## src/rtl/periph_arbiter_pkg.sv

```systemverilog
// Shared types for the two-requester peripheral arbiter: FSM states, grant
// identity and the read data returned when a target access times out.
package periph_arbiter_pkg;

  typedef enum logic [1:0] {
    IDLE = 2'd0,
    BUSY = 2'd1,
    DONE = 2'd2
  } state_t;

  typedef enum logic {
    GRANT_A = 1'b0,
    GRANT_B = 1'b1
  } grant_t;

  localparam logic [31:0] TIMEOUT_RDATA = 32'hDEAD_BEEF;
  localparam int          WAIT_CNT_W    = 16;

endpackage

```

## src/rtl/periph_arbiter.sv

```systemverilog
// Round-robin arbiter sharing one peripheral target between requester A (CPU) and
// requester B (debug UART). Define PERIPH_ARBITER_TIMEOUT_EN for the BUSY-state timeout.
module periph_arbiter
  import periph_arbiter_pkg::*;
#(
  parameter int ADDR_WIDTH     = 3,
  parameter int TIMEOUT_CYCLES = 255
) (
  input  logic                  i_clock,
  input  logic                  i_reset,
  input  logic                  i_a_request,
  input  logic                  i_a_rw,
  input  logic [ADDR_WIDTH-1:0] i_a_address,
  input  logic [31:0]           i_a_wdata,
  output logic [31:0]           o_a_rdata,
  output logic                  o_a_ready,
  input  logic                  i_b_request,
  input  logic                  i_b_rw,
  input  logic [ADDR_WIDTH-1:0] i_b_address,
  input  logic [31:0]           i_b_wdata,
  output logic [31:0]           o_b_rdata,
  output logic                  o_b_ready,
  output logic                  o_request,
  output logic                  o_rw,
  output logic [ADDR_WIDTH-1:0] o_address,
  output logic [31:0]           o_wdata,
  input  logic [31:0]           i_rdata,
  input  logic                  i_ready,
  output logic                  o_timeout
);

  if (TIMEOUT_CYCLES < 1 || TIMEOUT_CYCLES > 65535) begin : g_bad_timeout
    $error("periph_arbiter: TIMEOUT_CYCLES must be within 1..65535");
  end

  state_t                state_reg;
  grant_t                grant_reg;
  grant_t                last_reg;
  logic                  request_reg;
  logic                  rw_reg;
  logic [ADDR_WIDTH-1:0] address_reg;
  logic [31:0]           wdata_reg;
  logic [31:0]           a_rdata_reg;
  logic [31:0]           b_rdata_reg;
  logic                  a_ready_reg;
  logic                  b_ready_reg;
  logic                  timeout_reg;

  logic                  pick_b;
  logic                  finish;
  logic                  timeout_hit;
  logic [31:0]           finish_rdata;

`ifdef PERIPH_ARBITER_TIMEOUT_EN
  localparam logic [WAIT_CNT_W-1:0] WAIT_LAST = WAIT_CNT_W'(TIMEOUT_CYCLES - 1);
  logic [WAIT_CNT_W-1:0] wait_cnt_reg;
`endif

  // On a tie the requester that was not served last wins.
  assign pick_b = i_b_request && (!i_a_request || last_reg == GRANT_A);

  // A target response in the expiry cycle takes priority over the timeout.
  always_comb begin
    finish      = 1'b0;
    timeout_hit = 1'b0;
    if (state_reg == BUSY) begin
      if (i_ready) begin
        finish = 1'b1;
      end
`ifdef PERIPH_ARBITER_TIMEOUT_EN
      else if (wait_cnt_reg == WAIT_LAST) begin
        finish      = 1'b1;
        timeout_hit = 1'b1;
      end
`endif
    end
    finish_rdata = timeout_hit ? TIMEOUT_RDATA : i_rdata;
  end

  always_ff @(posedge i_clock) begin
    if (i_reset) begin
      state_reg   <= IDLE;
      grant_reg   <= GRANT_A;
      last_reg    <= GRANT_B;
      request_reg <= 1'b0;
      rw_reg      <= 1'b0;
      address_reg <= '0;
      wdata_reg   <= '0;
      a_rdata_reg <= '0;
      b_rdata_reg <= '0;
      a_ready_reg <= 1'b0;
      b_ready_reg <= 1'b0;
      timeout_reg <= 1'b0;
`ifdef PERIPH_ARBITER_TIMEOUT_EN
      wait_cnt_reg <= '0;
`endif
    end else begin
      a_ready_reg <= 1'b0;
      b_ready_reg <= 1'b0;
      timeout_reg <= 1'b0;
      unique case (state_reg)
        IDLE: begin
          if (i_a_request || i_b_request) begin
            grant_reg   <= pick_b ? GRANT_B : GRANT_A;
            rw_reg      <= pick_b ? i_b_rw : i_a_rw;
            address_reg <= pick_b ? i_b_address : i_a_address;
            wdata_reg   <= pick_b ? i_b_wdata : i_a_wdata;
            request_reg <= 1'b1;
            state_reg   <= BUSY;
`ifdef PERIPH_ARBITER_TIMEOUT_EN
            wait_cnt_reg <= '0;
`endif
          end
        end
        BUSY: begin
          if (finish) begin
            request_reg <= 1'b0;
            last_reg    <= grant_reg;
            timeout_reg <= timeout_hit;
            state_reg   <= DONE;
            if (grant_reg == GRANT_A) begin
              a_rdata_reg <= finish_rdata;
              a_ready_reg <= 1'b1;
            end else begin
              b_rdata_reg <= finish_rdata;
              b_ready_reg <= 1'b1;
            end
          end
`ifdef PERIPH_ARBITER_TIMEOUT_EN
          else begin
            wait_cnt_reg <= wait_cnt_reg + 1'b1;
          end
`endif
        end
        DONE: begin
          state_reg <= IDLE;
        end
        default: begin
          state_reg   <= IDLE;
          request_reg <= 1'b0;
        end
      endcase
    end
  end

  assign o_request = request_reg;
  assign o_rw      = rw_reg;
  assign o_address = address_reg;
  assign o_wdata   = wdata_reg;
  assign o_a_rdata = a_rdata_reg;
  assign o_b_rdata = b_rdata_reg;
  assign o_a_ready = a_ready_reg;
  assign o_b_ready = b_ready_reg;
  assign o_timeout = timeout_reg;

endmodule
```

## config.mk

```make
export PLATFORM = sky130hd
export DESIGN_NAME = periph_arbiter
export DESIGN_NICKNAME = d
export VERILOG_FILES = /design/src/rtl/periph_arbiter_pkg.sv /design/src/rtl/periph_arbiter.sv
export SDC_FILE = /design/constraint.sdc
export NUM_CORES = 1
export LEC_CHECK = 0
export ABC_CLOCK_PERIOD_IN_PS = 1700
export BUFFER_PORTS_ARGS = -buffer_cell sky130_fd_sc_hd__buf_2
export CELL_PAD_IN_SITES_DETAIL_PLACEMENT = 2
export CELL_PAD_IN_SITES_GLOBAL_PLACEMENT = 2
export CORE_ASPECT_RATIO = 0.9
export CORE_MARGIN = 5
export CORE_UTILIZATION = 25
export DETAILED_ROUTE_END_ITERATION = 8
export PLACE_DENSITY = 0.89
export SYNTH_ARGS = -nofsm -noshare
export SYNTH_HDL_FRONTEND = slang
export SYNTH_SLANG_ARGS = --single-unit
```

## constraint.sdc

```tcl
create_clock -name i_clock -period 1.7 [get_ports i_clock]
set_input_delay 0.425 -clock i_clock [delete_from_list [all_inputs] [get_ports i_clock]]
set_output_delay 0.425 -clock i_clock [all_outputs]
set_load 0.01 [all_outputs]
```

==> out/qor.csv, run 1 <==
stage;metric;value;unit
outcome;run_status;finished, final reports clean;
synthesis;yosys.area_share.simple;0.198;
layout;n_fill_cell;1973;
sta;setup_violations;0;
global_route;grt_antenna_before_repair;0;
critical_path;regToRegStartpoint;state_reg[1]$_SDFFE_PP0P_;
sta;period_minus_slack;1.52;ns
clocking;cts.repair.resized;0;
clocking;clk_path_buf_depth;2;
detailed_routing;drtIter0Drc;94;
synthesis;synth_top_family_by_area;compound AO/OA/AOI/OAI gates;
synthesis;synth_top_area_share;0.497;
synthesis;synth_mux_area_frac;0;
placed_design;post-dp-hpwl;12900;um
sta;slew_viol_final;0;
synthesis;yosys_warnings;0;
min_path;hold_end;o_b_rdata[22]$_SDFFE_PP0P_;
detailed_routing;dr_total_vias;4435;
pwr;p_leak;2.61;nW
detailed_routing;drtAntennaViolNets;0;
pwr;power.density;988;nW/um2
synthesis;syn_area;4310;um2
global_route;grt_pass1_wl;26000;um
synthesis;yosysSeqAreaShare;0.497;
synthesis;synth_edf_count;0;
synthesis;yosys-top-cells-count;202 x nand2_1, 107 x dfxtp_1, 104 x a21oi_1;
clocking;post-cts-setup-buffers;0;
layout;layout.nets;821;
sta;finalClockSkew;0.0104;ns
clocking;cts_buffers;9;
clocking;clock-sinks;107;
detailed_routing;firstDrtPassIters;4;
clocking;insertion_delay;0.35;ns
synthesis;yosysTopAreaCell;dfxtp_1;
critical_path;reg2reg_depth;4;
critical_path;startpoint_type;register;
global_route;grt_max_degree;40;
sta;hold_viol_final;0;
critical_path;cp-end-kind;register;
critical_path;cpPeakStageDelay;0.38;ns
floorplanning;rows;45;
synthesis;synth-compound-area-share;0.247;
critical_path;crit_chain;nor2_2 -> buf_4 -> a21oi_1 -> a311oi_2;
min_path;hold_path_depth;3;
synthesis;synth_most_common_cell;nand2_1;
floorplanning;fp.dieW;148;um
sta;min_period_over_period;0.895;
clocking;cts_hold_buf;0;
clocking;h-tree-depth;3;
placed_design;placed_cell_area;5650;um2
synthesis;synth.area.top_cells;dfxtp_1 50%, nand2_1 18%, a21oi_1 12%, a311oi_2 10%, clkbuf_1 2.2%;
synthesis;ys_ff_latch;107;
sta;fmax;0.657;GHz
layout;stdcell_area;5940;um2
min_path;min_path_type;input port to register;
critical_path;worst_ep_required_time;1.95;ns
global_route;track_usage;0.165;
synthesis;syn-num-nets;626;
critical_path;critPathLaunch;state_reg[1]$_SDFFE_PP0P_;
synthesis;syn_inst;517;
global_route;grt_pass1_vias;4798;
sta;rsz0062_at_grt;no;
placed_design;port_buffers;211;
synthesis;synth-xor-area-share;0;
detailed_routing;viasPerCell;4.77;
detailed_routing;routed_wl;16800;um
global_route;overflow;0;
synthesis;async_flop_share;0;
floorplanning;ioPinCount;213;
synthesis;ys.flop_type;dfxtp_1;
synthesis;synthAdderAreaFrac;0;
critical_path;critPathMaxFanout;29;
detailed_routing;drc;0;
critical_path;cp_data_arrival_time;1.77;ns
job;drv_cap;0;
sta;finalSetupTns;0;ns
pwr;peakVddDrop;0.442;mV
clocking;tritoncts;yes;
min_path;min-delay-start;i_rdata[22];
critical_path;crit_slowest_cell;dfxtp_1;
floorplanning;core-area;16900;um2
detailed_routing;post_drt_wl_per_cell;18.1;um
clocking;clk_root_buffer_cell;clkbuf_16;
synthesis;avgSynthCellArea;8.33;um2
layout;drive_gt1_frac;0.396;
layout;syn_to_final_growth;37.8;%
floorplanning;initial_core_util;0.255;
critical_path;worst-setup-path-type;register to register;
floorplanning;die_h;135;um
placed_design;dp.cells;912;
floorplanning;die-area;20000;um2
critical_path;r2r-end;o_wdata[28]$_SDFFE_PP0P_;
layout;fin_cells;929;
placed_design;gp_congestion;0.762;
critical_path;r2r_slack;0.18;ns
clocking;clk_pin_slew;0.08;ns
synthesis;synth.distinct_cells;25;
[cell type report]
cell class | count | area, um2 | share of cell area
flip-flops and latches | 107 | 2140 | 0.361
multi-input cells | 361 | 1920 | 0.324
repair buffers | 233 | 1320 | 0.223
well taps | 211 | 264 | 0.0445
clock buffers | 10 | 229 | 0.0386
clock inverters | 6 | 53.8 | 0.00906
diodes | 1 | 2.50 | 0.000421
[metrics by stage]
stage	hold WS, ns	total power [mW]	worst slack, ns	utilization
3_3_place_gp	0.440	3.84	0.141	0.335
2_1_floorplan	0.481	3.39	0.273	-
3_5_place_dp	0.447	3.89	0.0295	0.335
5_1_grt	0.304	6.20	0.0249	0.351
4_1_cts	0.294	5.98	0.176	0.351
6_report	0.316	5.86	0.179	0.351
[cells by family (layout without fill, tap and decap cells)]
kind of cell	count (synthesis)	in the layout
buffers and inverters	49	249
other	1	2
AOI/OAI and AO/OA	144	144
and+or+nand+nor	216	216
DFF	107	107
[critical path: cells and delay by family, from the launching register on]
family	cells	cell delay [ns]
simple gates	1	0.24
flops	1	0.38
buf+inv	1	0.37
compound gates	2	0.41
[layout by cell type, fill, tap and decap left out, types with 2 or more instances in the layout]
cell type	n
nor2_1	4
dfxtp_1	107
clkbuf_16	9
buf_12	8
nand2_1	202
inv_6	3
a21bo_2	2
buf_4	15
a21oi_1	104
buf_2	210
a311oi_2	30
a311oi_1	6
[power by group]
| group | switching [mW] | total, mW | internal [mW] |
|---|---|---|---|
| clock network | 1.03 | 2.05 | 1.03 |
| registers | 0.0895 | 2.75 | 2.66 |
| logic | 0.617 | 1.06 | 0.444 |
[layer usage]
layer	global-route usage	part of all wire	vias to the layer above
li1	-	-	2134
met1	0.192	0.42	2114
met2	0.288	0.48	175
met3	0.0641	0.084	12
met4	0.0364	0.0090	0
met5	0	0	-
[worst max path at each step]
stage / end / cells after the start
6_report: o_wdata[28]$_SDFFE_PP0P_ / 4
5_1_grt: o_wdata[5]$_SDFFE_PP0P_ / 4
4_1_cts: o_wdata[28]$_SDFFE_PP0P_ / 4
3_5_place_dp: o_address[1]$_SDFFE_PP0P_ / 5
3_3_place_gp: o_wdata[9]$_SDFFE_PP0P_ / 5
2_1_floorplan: o_wdata[12]$_SDFFE_PP0P_ / 6
Power figures use the tool's default switching activity.
==> run 2, diff against run 1 <==
- ABC_CLOCK_PERIOD_IN_PS: 1700 -> 1600
- CORE_ASPECT_RATIO: 0.9 -> 0.75
- clock period: 1.7 -> 1.6 ns (I/O delays scaled with it)
==> out/qor.csv, run 2 (same netlist as run 1, synthesis figures left out) <==
stage;metric;value;unit
pwr;peakVddDrop;0.416;mV
layout;layout.nets;821;
layout;mostFrequentLayoutCell;buf_2;
sta;rsz0062_at_grt;no;
critical_path;worst_ep_required_time;1.86;ns
clocking;clk_pin_slew;0.07;ns
global_route;overflow;0;
clocking;tritoncts;yes;
sta;finalClockSkew;0.00598;ns
clocking;h-tree-depth;3;
clocking;clk_root_buffer_cell;clkbuf_16;
layout;ff_latch_area;2140;um2
critical_path;cpPeakStageDelay;0.40;ns
critical_path;startpoint_type;register;
floorplanning;ioPinCount;213;
detailed_routing;wl_met2;8650;um
clocking;cts_hold_buf;0;
detailed_routing;wl_met3;947;um
placed_design;gp_congestion;0.752;
pwr;p_leak;2.62;nW
detailed_routing;drc;0;
detailed_routing;routed_wl;17300;um
floorplanning;fp.dieW;162;um
critical_path;cp_num_buf_inv;1;
detailed_routing;firstDrtPassIters;4;
clocking;post-cts-setup-buffers;0;
critical_path;cp-end-kind;register;
min_path;min_path_type;input port to register;
critical_path;crit_slowest_cell;dfxtp_1;
sta;hold_viol_final;0;
global_route;grt_pass1_wl;26700;um
floorplanning;die-area;20000;um2
floorplanning;die_h;124;um
sta;setup_violations;0;
layout;n_fill_cell;1991;
detailed_routing;drtAntennaViolNets;0;
global_route;track_usage;0.171;
detailed_routing;drtIter0Drc;159;
critical_path;crit_chain;nor2_2 -> buf_4 -> a21oi_1 -> a311oi_2;
pwr;power.density;1040;nW/um2
pwr;p_total;6.17;mW
layout;final_cell_mix;210 x buf_2, 202 x nand2_1, 107 x dfxtp_1, 104 x a21oi_1, 30 x a311oi_2;
floorplanning;core-area;16900;um2
clocking;cts.repair.resized;0;
floorplanning;initial_core_util;0.255;
critical_path;critPathMaxFanout;18;
placed_design;post-dp-hpwl;13100;um
critical_path;cp_data_arrival_time;1.63;ns
critical_path;worst-setup-path-type;register to register;
layout;multi_input_area;1930;um2
sta;slew_viol_final;0;
detailed_routing;post_drt_wl_per_cell;18.6;um
clocking;insertion_delay;0.34;ns
clocking;clk_path_buf_depth;2;
sta;period_minus_slack;1.37;ns
detailed_routing;top_layer_used;met5;
layout;syn_to_final_growth;38.3;%
clocking;cts_buffers;9;
sta;fmax;0.727;GHz
placed_design;port_buffers;211;
detailed_routing;viasPerCell;4.71;
sta;min_period_over_period;0.859;
critical_path;r2r_slack;0.23;ns
sta;finalSetupTns;0;ns
global_route;grt_max_degree;40;
critical_path;crit_family;flip-flops;
floorplanning;rows;41;
job;drv_cap;0;
detailed_routing;dr_total_vias;4399;
outcome;run_status;finished, final reports clean;
layout;drive_gt1_frac;0.397;
clocking;clock-sinks;107;
global_route;grt_pass1_vias;4840;
global_route;grt_antenna_before_repair;3;
detailed_routing;drt-met1-wl;7550;um
==> run 2: cell type report <==
class,count,area share
clock inverters,4,0.00441
repair buffers,233,0.226
clock buffers,11,0.0407
flip-flops and latches,107,0.359
multi-input cells,361,0.323
well taps,215,0.0451
diodes,2,0.000840
==> run 2: path summary, 6_finish.rpt <==
path | startpoint | endpoint | cells past startpoint
setup / recovery | state_reg[0]$_SDFFE_PP0P_ | o_wdata[2]$_SDFFE_PP0P_ | 4
hold / removal | i_rdata[19] | o_b_rdata[19]$_SDFFE_PP0P_ | 3
setup reg to reg | state_reg[0]$_SDFFE_PP0P_ | o_wdata[2]$_SDFFE_PP0P_ | 4
hold reg to reg | o_b_rdata[18]$_SDFFE_PP0P_ | o_b_rdata[18]$_SDFFE_PP0P_ | 2
==> run 2: metal layers <==
metal	global-route usage	up-vias
met4	0.0458	2
met5	0	-
li1	-	2134
met2	0.299	103
met3	0.0526	16
met1	0.206	2144
==> run 2: worst min-delay path, cell delays in order <==
cell     delay (ns)
buf_2          0.11
nand2_1        0.05
a21oi_1        0.05
==> run 2: power by group <==
group          switching, mW  internal [mW]
Combinational          0.658          0.489
Sequential            0.0949           2.83
Clock                   1.01           1.09
Total                   1.77           4.41
==> run 2: metrics by stage <==
stage | std cells | hold WS (ns) | setup slack (ns) | utilization | cell area [um2]
2_1_floorplan | 517 | 0.481 | 0.198 | - | 4310
3_3_place_gp | 916 | 0.438 | 0.113 | 0.337 | 5690
3_5_place_dp | 916 | 0.447 | 0.0127 | 0.337 | 5690
4_1_cts | 931 | 0.278 | 0.220 | 0.353 | 5960
5_1_grt | 933 | 0.286 | 0.110 | 0.353 | 5960
6_report | 933 | 0.298 | 0.225 | 0.353 | 5960
==> run 3, diff against run 2 <==
- ABC_CLOCK_PERIOD_IN_PS: 1600 -> 1200
- CORE_UTILIZATION: 25 -> 22
- PLACE_DENSITY: 0.89 -> 0.84
- clock period: 1.6 -> 1.2 ns (I/O delays scaled with it)
==> out/qor.csv, run 3 (same netlist as run 1, synthesis figures left out) <==
stage;metric;value;unit
outcome;run_status;finished, violations left;
outcome;violations;setup timing;
sta;slew_viol_final;0;
layout;drive_gt1_frac;0.513;
layout;syn_to_final_growth;55.1;%
clocking;h-tree-depth;3;
critical_path;critPathLaunch;last_reg$_SDFFE_PP1N_;
global_route;use_met2;0.241;
detailed_routing;dr_total_vias;4514;
clocking;insertion_delay;0.35;ns
layout;fin_cells;992;
critical_path;r2r-end;o_wdata[30]$_SDFFE_PP0P_;
floorplanning;die_h;131;um
layout;mostFrequentLayoutCell;buf_2;
detailed_routing;drc;0;
sta;fin_ws;-0.0298;ns
min_path;hold_path_depth;3;
sta;fmax;0.813;GHz
floorplanning;ioPinCount;213;
global_route;use_met3;0.0462;
global_route;use_met1;0.194;
sta;period_minus_slack;1.23;ns
critical_path;critPathMaxFanout;8;
sta;min_period_over_period;1.02;
global_route;grt_pass1_vias;4804;
clocking;cts_buffers;9;
detailed_routing;firstDrtPassIters;4;
floorplanning;fp.dieW;172;um
floorplanning;initial_core_util;0.223;
global_route;top_usage_layer;met2;
layout;final_cell_mix;209 x buf_2, 176 x nand2_1, 93 x dfxtp_1, 80 x a21oi_1, 35 x a311oi_2;
critical_path;reg2reg_depth;5;
layout;final_util;0.346;
clocking;clk_root_buffer_cell;clkbuf_16;
floorplanning;core-area;19300;um2
placed_design;post-dp-hpwl;12700;um
min_path;min_path_type;input port to register;
detailed_routing;drtIter0Drc;176;
clocking;clock-sinks;107;
global_route;grt_antenna_before_repair;1;
critical_path;r2r_slack;-0.03;ns
critical_path;cp_data_arrival_time;1.50;ns
pwr;power.density;1330;nW/um2
critical_path;cp-end-kind;register;
placed_design;dp.cells;962;
global_route;overflow;0;
detailed_routing;viasPerCell;4.55;
layout;layout.nets;843;
global_route;track_usage;0.148;
floorplanning;rows;44;
clocking;tritoncts;yes;
sta;setup_violations;17;
sta;rsz0062_at_grt;yes;
critical_path;regToRegStartpoint;last_reg$_SDFFE_PP1N_;
clocking;clk_path_buf_depth;2;
global_route;grt_pass1_wl;26800;um
layout;n_antenna_cell;0;
detailed_routing;drtAntennaViolNets;0;
job;drv_cap;0;
detailed_routing;post_drt_wl_per_cell;18.2;um
sta;hold_viol_final;0;
global_route;grt_max_degree;53;
placed_design;port_buffers;211;
detailed_routing;routed_wl;18100;um
placed_design;placed_cell_area;5910;um2
placed_design;gp_congestion;0.753;
floorplanning;die-area;22500;um2
sta;finalClockSkew;0.00707;ns
pwr;p_leak;2.89;nW
pwr;peakVddDrop;0.631;mV
clocking;cts_hold_buf;0;
layout;stdcell_area;6690;um2
critical_path;worst-setup-path-type;register to register;
min_path;min-delay-start;i_rdata[22];
clocking;clk_pin_slew;0.08;ns
min_path;hold_end;o_b_rdata[22]$_SDFFE_PP0P_;
critical_path;worst_ep_required_time;1.47;ns
critical_path;startpoint_type;register;
## run 3: cell count changes in the layout (fill, tap and decap cells not counted), sizes merged
cell / change
buf: +17
clkinvlp: -1
inv: +1
clkbuf: +4
clkinv: +1
bufinv: +1
diode: -2
## run 3: final cells by class
class | count | area (um2)
clock buffers | 10 | 239
clock inverters | 6 | 70.1
fillers | 2215 | 12600
multi-input cells | 361 | 2150
flip-flops and latches | 107 | 2170
well taps | 253 | 317
repair buffers | 255 | 1740
## run 3: worst max-delay path: stages (launching register included)
cell,delay [ns]
dfxtp_4,0.36
a21boi_4,0.20
buf_6,0.15
buf_12,0.13
nand2_4,0.05
a311oi_2,0.26
## run 3: worst max-delay path by stage
stage,endpoint,slack [ns]
2_1_floorplan,o_wdata[12]$_SDFFE_PP0P_,-0.1
3_3_place_gp,grant_reg$_SDFFE_PP0P_,-0.21
3_5_place_dp,o_wdata[7]$_SDFFE_PP0P_,-0.23
4_1_cts,o_wdata[15]$_SDFFE_PP0P_,-0.04
5_1_grt,o_wdata[30]$_SDFFE_PP0P_,-0.07
6_report,o_wdata[30]$_SDFFE_PP0P_,-0.03
## run 3: through the flow
step,hold WS [ns],TNS (ns),setup WS [ns],total power [mW]
2_1_floorplan,0.436,-2.98,-0.0963,4.84
3_3_place_gp,0.439,-10.15,-0.213,5.58
3_5_place_dp,0.447,-13.45,-0.227,5.64
4_1_cts,0.179,-0.271,-0.0415,8.88
5_1_grt,0.169,-2.72,-0.0748,9.34
6_report,0.197,-0.228,-0.0298,8.86
## run 3: metal layers
| metal | routed length [um] | up-vias | share of wire |
|---|---|---|---|
| li1 | - | 2184 | - |
| met1 | 8140 | 2194 | 0.45 |
| met2 | 8490 | 120 | 0.47 |
| met3 | 1250 | 14 | 0.069 |
| met4 | 174 | 2 | 0.0096 |
| met5 | 12 | - | 0.00066 |
## run 3: repair_timing
item                                    in CTS  in global routing
endpoints found under the setup margin     100                 91
pin swaps                                    9                 41
setup buffers                                4                  4
resized for setup                           15                 71
cloned                                       1                  6
## run 3: report_power, final
| part | internal [mW] | switching [mW] |
|---|---|---|
| sequential | 3.77 | 0.128 |
| combinational | 0.853 | 0.989 |
| clock | 1.70 | 1.42 |
| total | 6.32 | 2.54 |
